## src/rtl/bus_request_arbiter.sv

```systemverilog
// Bus request arbiter: one registered one-hot grant, a hold timer and a one-cycle turnaround gap.
// Optional ROUND_ROBIN_EN macro: rotating search start instead of fixed lowest-index priority.
module bus_request_arbiter #(
    parameter int NUM_REQ  = 8,
    parameter int IDX_W    = 3,
    parameter int MAX_HOLD = 16
) (
    input  logic               clk,
    input  logic               rst,
    input  logic               enable,
    input  logic [NUM_REQ-1:0] req,
    output logic [NUM_REQ-1:0] grant,
    output logic [IDX_W-1:0]   grant_idx,
    output logic               grant_valid,
    output logic               timeout,
    output logic [IDX_W-1:0]   timeout_idx
);
    localparam int HOLD_W = (MAX_HOLD > 0) ? $clog2(MAX_HOLD + 1) : 1;
    localparam logic [HOLD_W-1:0] HOLD_LAST = (MAX_HOLD > 0) ? HOLD_W'(MAX_HOLD - 1) : '0;
    localparam logic [HOLD_W-1:0] HOLD_SAT  = '1;

    typedef enum logic [1:0] {IDLE, OWN, GAP} state_t;

    state_t             state, state_next;
    logic [NUM_REQ-1:0] mask, mask_next, elig, grant_next;
    logic [IDX_W-1:0]   grant_idx_next, timeout_idx_next, winner;
    logic               timeout_next, found;
    logic [HOLD_W-1:0]  hold_cnt, hold_cnt_next;
`ifdef ROUND_ROBIN_EN
    logic [IDX_W-1:0]   rr_ptr, rr_ptr_next;
`endif

    assign elig        = req & ~mask;
    assign grant_valid = |grant;

    // Winner search over eligible requests; found=0 means nobody can be granted.
    always_comb begin : pick
        int j;
        found  = 1'b0;
        winner = '0;
        j      = 0;
`ifdef ROUND_ROBIN_EN
        for (int k = 0; k < NUM_REQ; k++) begin
            j = int'(rr_ptr) + k;
            if (j >= NUM_REQ) j = j - NUM_REQ;
            if (!found && elig[j]) begin
                found  = 1'b1;
                winner = IDX_W'(j);
            end
        end
`else
        for (int i = 0; i < NUM_REQ; i++) begin
            if (!found && elig[i]) begin
                found  = 1'b1;
                winner = IDX_W'(i);
            end
        end
`endif
    end

    always_comb begin
        state_next       = state;
        grant_next       = grant;
        grant_idx_next   = grant_idx;
        timeout_next     = 1'b0;
        timeout_idx_next = timeout_idx;
        hold_cnt_next    = hold_cnt;
        mask_next        = mask & req;
`ifdef ROUND_ROBIN_EN
        rr_ptr_next      = rr_ptr;
`endif
        case (state)
            IDLE, GAP: begin
                grant_next = '0;
                if (enable && found) begin
                    grant_next[winner] = 1'b1;
                    grant_idx_next     = winner;
                    hold_cnt_next      = '0;
                    state_next         = OWN;
`ifdef ROUND_ROBIN_EN
                    rr_ptr_next = (int'(winner) == NUM_REQ - 1) ? '0 : winner + 1'b1;
`endif
                end else begin
                    state_next = IDLE;
                end
            end
            OWN: begin
                // A timed-out owner is masked so it cannot win again until it drops req.
                if (!req[grant_idx]) begin
                    grant_next = '0;
                    state_next = GAP;
                end else if (MAX_HOLD != 0 && hold_cnt == HOLD_LAST) begin
                    grant_next           = '0;
                    timeout_next         = 1'b1;
                    timeout_idx_next     = grant_idx;
                    mask_next[grant_idx] = 1'b1;
                    state_next           = GAP;
                end else if (hold_cnt != HOLD_SAT) begin
                    hold_cnt_next = hold_cnt + 1'b1;
                end
            end
            default: begin
                grant_next = '0;
                state_next = IDLE;
            end
        endcase
    end

    always_ff @(posedge clk) begin
        if (rst) begin
            state       <= IDLE;
            grant       <= '0;
            grant_idx   <= '0;
            timeout     <= 1'b0;
            timeout_idx <= '0;
            hold_cnt    <= '0;
            mask        <= '0;
`ifdef ROUND_ROBIN_EN
            rr_ptr      <= '0;
`endif
        end else begin
            state       <= state_next;
            grant       <= grant_next;
            grant_idx   <= grant_idx_next;
            timeout     <= timeout_next;
            timeout_idx <= timeout_idx_next;
            hold_cnt    <= hold_cnt_next;
            mask        <= mask_next;
`ifdef ROUND_ROBIN_EN
            rr_ptr      <= rr_ptr_next;
`endif
        end
    end
endmodule

```

## config.mk

```make
export PLATFORM = sky130hd
export DESIGN_NAME = bus_request_arbiter
export DESIGN_NICKNAME = d
export VERILOG_FILES = /design/src/rtl/bus_request_arbiter.sv
export SDC_FILE = /design/constraint.sdc
export NUM_CORES = 1
export LEC_CHECK = 0
export CAP_MARGIN = 0
export CORE_ASPECT_RATIO = 0.5
export CORE_UTILIZATION = 40
export DETAILED_ROUTE_END_ITERATION = 6
export PLACE_DENSITY = 0.72
export SYNTH_ARGS = -nofsm -noshare
export SYNTH_HDL_FRONTEND = slang
export SYNTH_SLANG_ARGS = --single-unit
```

## constraint.sdc

```tcl
create_clock -name clk -period 3.6 [get_ports clk]
set_input_delay 0.36 -clock clk [delete_from_list [all_inputs] [get_ports clk]]
set_output_delay 0.36 -clock clk [all_outputs]
set_load 0.05 [all_outputs]
```

==> results.txt, run 1 <==
Status -> completed
Most common cell after layout, fill and taps aside -> dfxtp_1
CTS max path bufs -> 2
Num Clock Sinks -> 30
Cell taking the most area after synthesis -> dfxtp_1
Number of I/O pins -> 27
Post-synthesis cell type count -> 42
Post-Syn Area -> 0.00144 sq mm
Worst hold path type -> reg2reg
Starting density of the core -> 0.450
Die H -> 44.5 um
Worst skew pair latency -> 0.29 ns
# rows -> 14
First-pass GRT wire length -> 5.22 mm
Slew headroom -> 0.485
RSZ-0062 raised after global routing -> false
Total CTS buffers -> 5
Critical path launch point type -> flip-flop
Kind of critical path -> reg2reg
Multi-input logic area -> 785 sq um
Tcrit/Tclk final -> 0.584
Largest net degree at the start of global routing -> 24
Post-CTS setup buffers -> 0
Die area -> 0.00387 sq mm
Register area -> 601 sq um
Nets -> 204
Synth area leaders -> dfxtp_1 42%, nand2_1 6.2%, o21ai_0 4.9%
Share of layout cells above drive strength 1 -> 0.115
Power per cell area -> 407 mW/mm^2
Ant diodes -> 0
PortBufs -> 26
YS warnings -> 0
DP Wirelength -> 2.34 mm
Total grt overflow -> 0
DR iter-0 viols -> 59
Final Setup Violations -> 0
Flops & latches, synth -> 30
Fin. Hold Viols -> 0
TritonCTS clock tree -> yes
Fillers -> 307
DRT Pass-1 Iters -> 4
TNS Setup -> 0 ns
Root Buffer -> clkbuf_8
Gr usage total -> 0.187
DR DRC count -> 0
Clk_skew -> 0.00507 ns
Crit path capture type -> flip-flop
Most frequent cells in the layout -> 30 x dfxtp_1, 26 x clkdlybuf4s50_1, 24 x nand2_1
Vias -> 1255
Dpl ws -> 1.32 ns
Critical Path AT -> 2.24 ns
Initial antenna violation count -> 0
Hold buffer count at cts -> 0
Least-Margin Pin Slew -> 0.771 ns
Sequential element share of the synthesized area -> 0.416
Share of the synthesized area in the top cell type -> 0.416
Via count of the first global-routing pass -> 1129
Die width -> 86.9 um
Final WS setup -> 1.50 ns
H-tree depth -> 2
Critical path required time -> 3.74 ns
Crit-path max FO -> 13
Mapped Cells -> 162
Syn_area_per_cell -> 8.91 sq um
CTS resizes -> 0
Peak VDD IR -> 0.000207 V
Clock-pin slew on the worst setup and hold paths -> 0.07 ns
Tmin final -> 2.10 ns
Wire per inst -> 13.4 um
Final Util -> 0.566
Maximum clock rate -> 476 MHz
Syn Nets -> 176
Wirelength, routed -> 3.20 mm
Max cap viols -> 0
Area growth from synthesis to layout -> 25.8%
Placer congestion estimate -> 0.792
Vias/cell -> 5.25
Core area -> 0.00321 sq mm
Fin. max-slew vios -> 0
Antenna-violating nets left -> 0
Leak -> 0.661 nW
layout make-up:
class,instances,area share
Clock buffer,7,0.0476
Tap cell,48,0.0331
Sequential cell,30,0.331
Clock inverter,1,0.00276
Multi-Input combinational cell,122,0.432
Inverter,5,0.0103
Timing Repair Buffer,26,0.143
state kept, by name, indices dropped and copies added, names as in the netlist:
name         cells
hold_cnt         5
timeout_idx      3
grant_idx        3
state            2
mask             8
grant            8
timeout          1
through the flow:
stage                     hold slack [ns]  power, mW  cells  cell area (sq um)
after global placement              0.461      0.462    231               1720
final                               0.477      0.739    239               1820
after global routing                0.495      0.772    239               1820
after detailed placement            0.470      0.463    231               1720
after floorplan                     0.450      0.428    162               1440
after CTS                           0.481      0.743    239               1820
metal layers:
metal	global-route usage	routed length (um)	up-vias
met3	0.0840	197	5
li1	-	-	640
met5	0	0	-
met2	0.272	1380	34
met1	0.244	1570	576
met4	0.0700	51	0
Yosys cell counts, drive strengths merged:
library cell / n
nand3b: 1
or2b: 3
nor2b: 3
or3: 2
inv: 5
a211oi: 1
o32ai: 8
nor2: 15
nor4: 2
and2b: 1
o2111ai: 1
and2: 1
mux2: 2
ha: 3
o21a: 1
a31o: 1
a21oi: 4
nand2b: 8
dfxtp: 30
a32o: 1
mux2i: 5
or3b: 1
o21ai: 14
a31oi: 2
nand3: 3
nand2: 24
a21boi: 1
nand4: 3
buf: 3
a311oi: 2
a221oi: 2
clkbuf: 2
o22a: 1
xor2: 1
and3: 2
or2: 3
worst max-delay path: stages, from the launching register on:
cell	delay (ns)
dfxtp_1	0.54
mux2_2	0.39
o22a_2	0.27
nand4_1	0.45
mux2i_1	0.24
nor2_1	0.06
report_power, final:
part	internal [mW]	switching [mW]
logic	0.0439	0.0658
clock network	0.154	0.128
registers	0.339	0.00890
total	0.537	0.202
path summary, 6_finish.rpt:
kind                                       end  slack, ns  cells after the start         start
worst min-delay path                  grant[4]       0.48                      2      grant[4]
worst max register to register  timeout_idx[1]       1.50                      5  grant_idx[0]
worst max-delay path            timeout_idx[1]       1.50                      5  grant_idx[0]
worst min register to register        grant[4]       0.48                      2      grant[4]
cell families after synthesis:
kind of cell	synth area share
and+or+nand+nor	0.261
AOI/OAI and AO/OA	0.198
DFF	0.416
buffers and inverters	0.0399
muxes	0.0529
adders and majority gates	0.0260
xor gates and xnor gates	0.00607
Power figures use the tool's default switching activity.
==> inputs of run 2 (changes only) <==
==> constraint.sdc (replaced) <==
create_clock -name clk -period 2.1 [get_ports clk]
set_input_delay 0.21 -clock clk [delete_from_list [all_inputs] [get_ports clk]]
set_output_delay 0.21 -clock clk [all_outputs]
set_load 0.05 [all_outputs]
==> results.txt, run 2 (synthesized netlist as in run 1, its figures left out) <==
Status -> completed (unchanged)
Total CTS buffers -> 5 (unchanged)
Worst skew pair latency -> 0.28 ns (was 0.29 ns)
Nets -> 211 (was 204)
Die H -> 44.5 um (unchanged)
Clk_skew -> 0.00528 ns (was 0.00507 ns)
Initial antenna violation count -> 0 (unchanged)
Root Buffer -> clkbuf_8 (unchanged)
Most frequent cells in the layout -> 30 x dfxtp_1, 26 x clkdlybuf4s50_1, 24 x nand2_1 (unchanged)
Largest net degree at the start of global routing -> 14 (was 24)
R2R cell count -> 7 (was 5)
Tcrit/Tclk final -> 0.922 (was 0.584)
Final Instance Area -> 0.00186 sq mm (was 0.00182 sq mm)
Number of I/O pins -> 27 (unchanged)
Dpl cell area -> 0.00176 sq mm (was 0.00172 sq mm)
DR DRC count -> 0 (unchanged)
Starting density of the core -> 0.450 (unchanged)
Cells after DPL -> 236 (was 231)
Crit path capture type -> flip-flop (unchanged)
Maximum clock rate -> 516 MHz (was 476 MHz)
Critical path launch point type -> flip-flop (unchanged)
Die width -> 86.9 um (unchanged)
Worst flop-to-flop path startpoint -> hold_cnt[0] (was grant_idx[0])
Leak -> 0.688 nW (was 0.661 nW)
Num Clock Sinks -> 30 (unchanged)
Final Setup Violations -> 0 (unchanged)
DP Wirelength -> 2.43 mm (was 2.34 mm)
Hold WS -> 0.477 ns (about the same)
R2R setup slack -> 0.16 ns (was 1.50 ns)
Most common cell after layout, fill and taps aside -> dfxtp_1 (unchanged)
RSZ-0062 raised after global routing -> false (unchanged)
CTS max path bufs -> 2 (unchanged)
Final Instance Count excl. Fillers -> 244 (was 239)
Tmin final -> 1.94 ns (was 2.10 ns)
DRT Pass-1 Iters -> 4 (unchanged)
Final WS setup -> 0.163 ns (was 1.50 ns)
Die area -> 0.00387 sq mm (unchanged)
TNS Setup -> 0 ns (unchanged)
H-tree depth -> 2 (unchanged)
CTS resizes -> 0 (unchanged)
# rows -> 14 (unchanged)
Vias -> 1270 (was 1255)
Fin. max-slew vios -> 0 (unchanged)
Dpl ws -> 0.121 ns (was 1.32 ns)
First-pass GRT wire length -> 5.55 mm (was 5.22 mm)
Wire per inst -> 13.4 um (about the same)
Max cap viols -> 0 (unchanged)
R2R Path End -> hold_cnt[3] (was timeout_idx[1])
Via count of the first global-routing pass -> 1109 (was 1129)
DR iter-0 viols -> 51 (was 59)
Wirelength, routed -> 3.28 mm (was 3.20 mm)
Hold buffer count at cts -> 0 (unchanged)
Fin. Hold Viols -> 0 (unchanged)
Least-Margin Pin Slew -> 0.492 ns (was 0.771 ns)
Final Util -> 0.580 (was 0.566)
Total grt overflow -> 0 (unchanged)
Antenna-violating nets left -> 0 (unchanged)
Vias/cell -> 5.20 (was 5.25)
Power per cell area -> 672 mW/mm^2 (was 407 mW/mm^2)
Kind of critical path -> reg2reg (unchanged)
Clock-pin slew on the worst setup and hold paths -> 0.06 ns (was 0.07 ns)
Slew headroom -> 0.671 (was 0.485)
Critical Path AT -> 2.15 ns (was 2.24 ns)
Core area -> 0.00321 sq mm (unchanged)
Worst setup path startpoint -> hold_cnt[0] (was grant_idx[0])
Critical path required time -> 2.31 ns (was 3.74 ns)
Largest regs -> grant x8, mask x8, hold_cnt x5 (unchanged)
Gr usage total -> 0.198 (was 0.187)
Worst hold path type -> reg2reg (unchanged)
Final Total Pwr -> 1.25 mW (was 0.739 mW)
TritonCTS clock tree -> yes (unchanged)
Peak VDD IR -> 0.000270 V (was 0.000207 V)
Ant diodes -> 0 (unchanged)
Area growth from synthesis to layout -> 28.9% (was 25.8%)
Share of layout cells above drive strength 1 -> 0.143 (was 0.115)
Placer congestion estimate -> 0.831 (was 0.792)
Fillers -> 291 (was 307)
Worst Setup EP -> hold_cnt[3] (was timeout_idx[1])
PortBufs -> 26 (unchanged)
Crit-path max FO -> 5 (was 13)
==> run 2: final cells by class <==
type / instances / area [sq um] / share of cell area
clock buffer: 6 / 82.6 / 0.0444
inverter: 5 / 18.8 / 0.0101
multi-input combinational: 122 / 785 / 0.422
sequential: 30 / 601 / 0.323
tap: 48 / 60.1 / 0.0323
timing repair buffer: 33 / 313 / 0.168
==> run 2: where the power goes <==
| part | switching (mW) | leakage, nW | internal (mW) | total (mW) |
|---|---|---|---|---|
| Sequential | 0.0159 | 0.243 | 0.581 | 0.597 |
| Clock | 0.200 | 0.0431 | 0.252 | 0.452 |
| Combinational | 0.116 | 0.402 | 0.0853 | 0.201 |
==> run 2: metal layers <==
layer | routed length (um) | vias to the layer above | GRT usage
li1 | - | 648 | -
met2 | 1370 | 22 | 0.296
met5 | 0 | - | 0
met4 | 36 | 0 | 0.0700
met1 | 1740 | 595 | 0.272
met3 | 130 | 5 | 0.0616
==> run 2: worst min path at each step <==
| stage | start | end | slack (ns) | cells past startpoint |
|---|---|---|---|---|
| after floorplan | req[0] | mask[0] | 0.36 | 2 |
| after global placement | grant[4] | grant[4] | 0.46 | 2 |
| after detailed placement | mask[0] | mask[0] | 0.47 | 2 |
| after CTS | mask[0] | mask[0] | 0.48 | 2 |
| after global routing | grant[3] | grant[3] | 0.50 | 2 |
| final | grant[3] | grant[3] | 0.48 | 2 |
==> run 2: critical path, stage by stage, from the launching register on <==
cell	delay, ns
dfxtp_1	0.33
ha_1	0.22
and3_1	0.20
ha_1	0.24
a221oi_4	0.26
nand3_4	0.12
or3_1	0.35
a21oi_1	0.14
==> run 2: repair_timing <==
| item | in CTS | in global routing |
|---|---|---|
| endpoints found under the hold margin | 0 | 0 |
| setup buffers | 0 | 2 |
| setup endpoints to repair | 0 | 1 |
==> inputs of run 3 (changes only) <==
--- a/config.mk
+++ b/config.mk
@@ -9,6 +9,7 @@
 export CORE_ASPECT_RATIO = 0.5
 export CORE_UTILIZATION = 40
 export DETAILED_ROUTE_END_ITERATION = 6
+export HOLD_SLACK_MARGIN = 0.12
 export PLACE_DENSITY = 0.72
 export SYNTH_ARGS = -nofsm -noshare
 export SYNTH_HDL_FRONTEND = slang
==> results of run 3 <==
No change in the layout: final DEF, timing and power equal those of run 2.
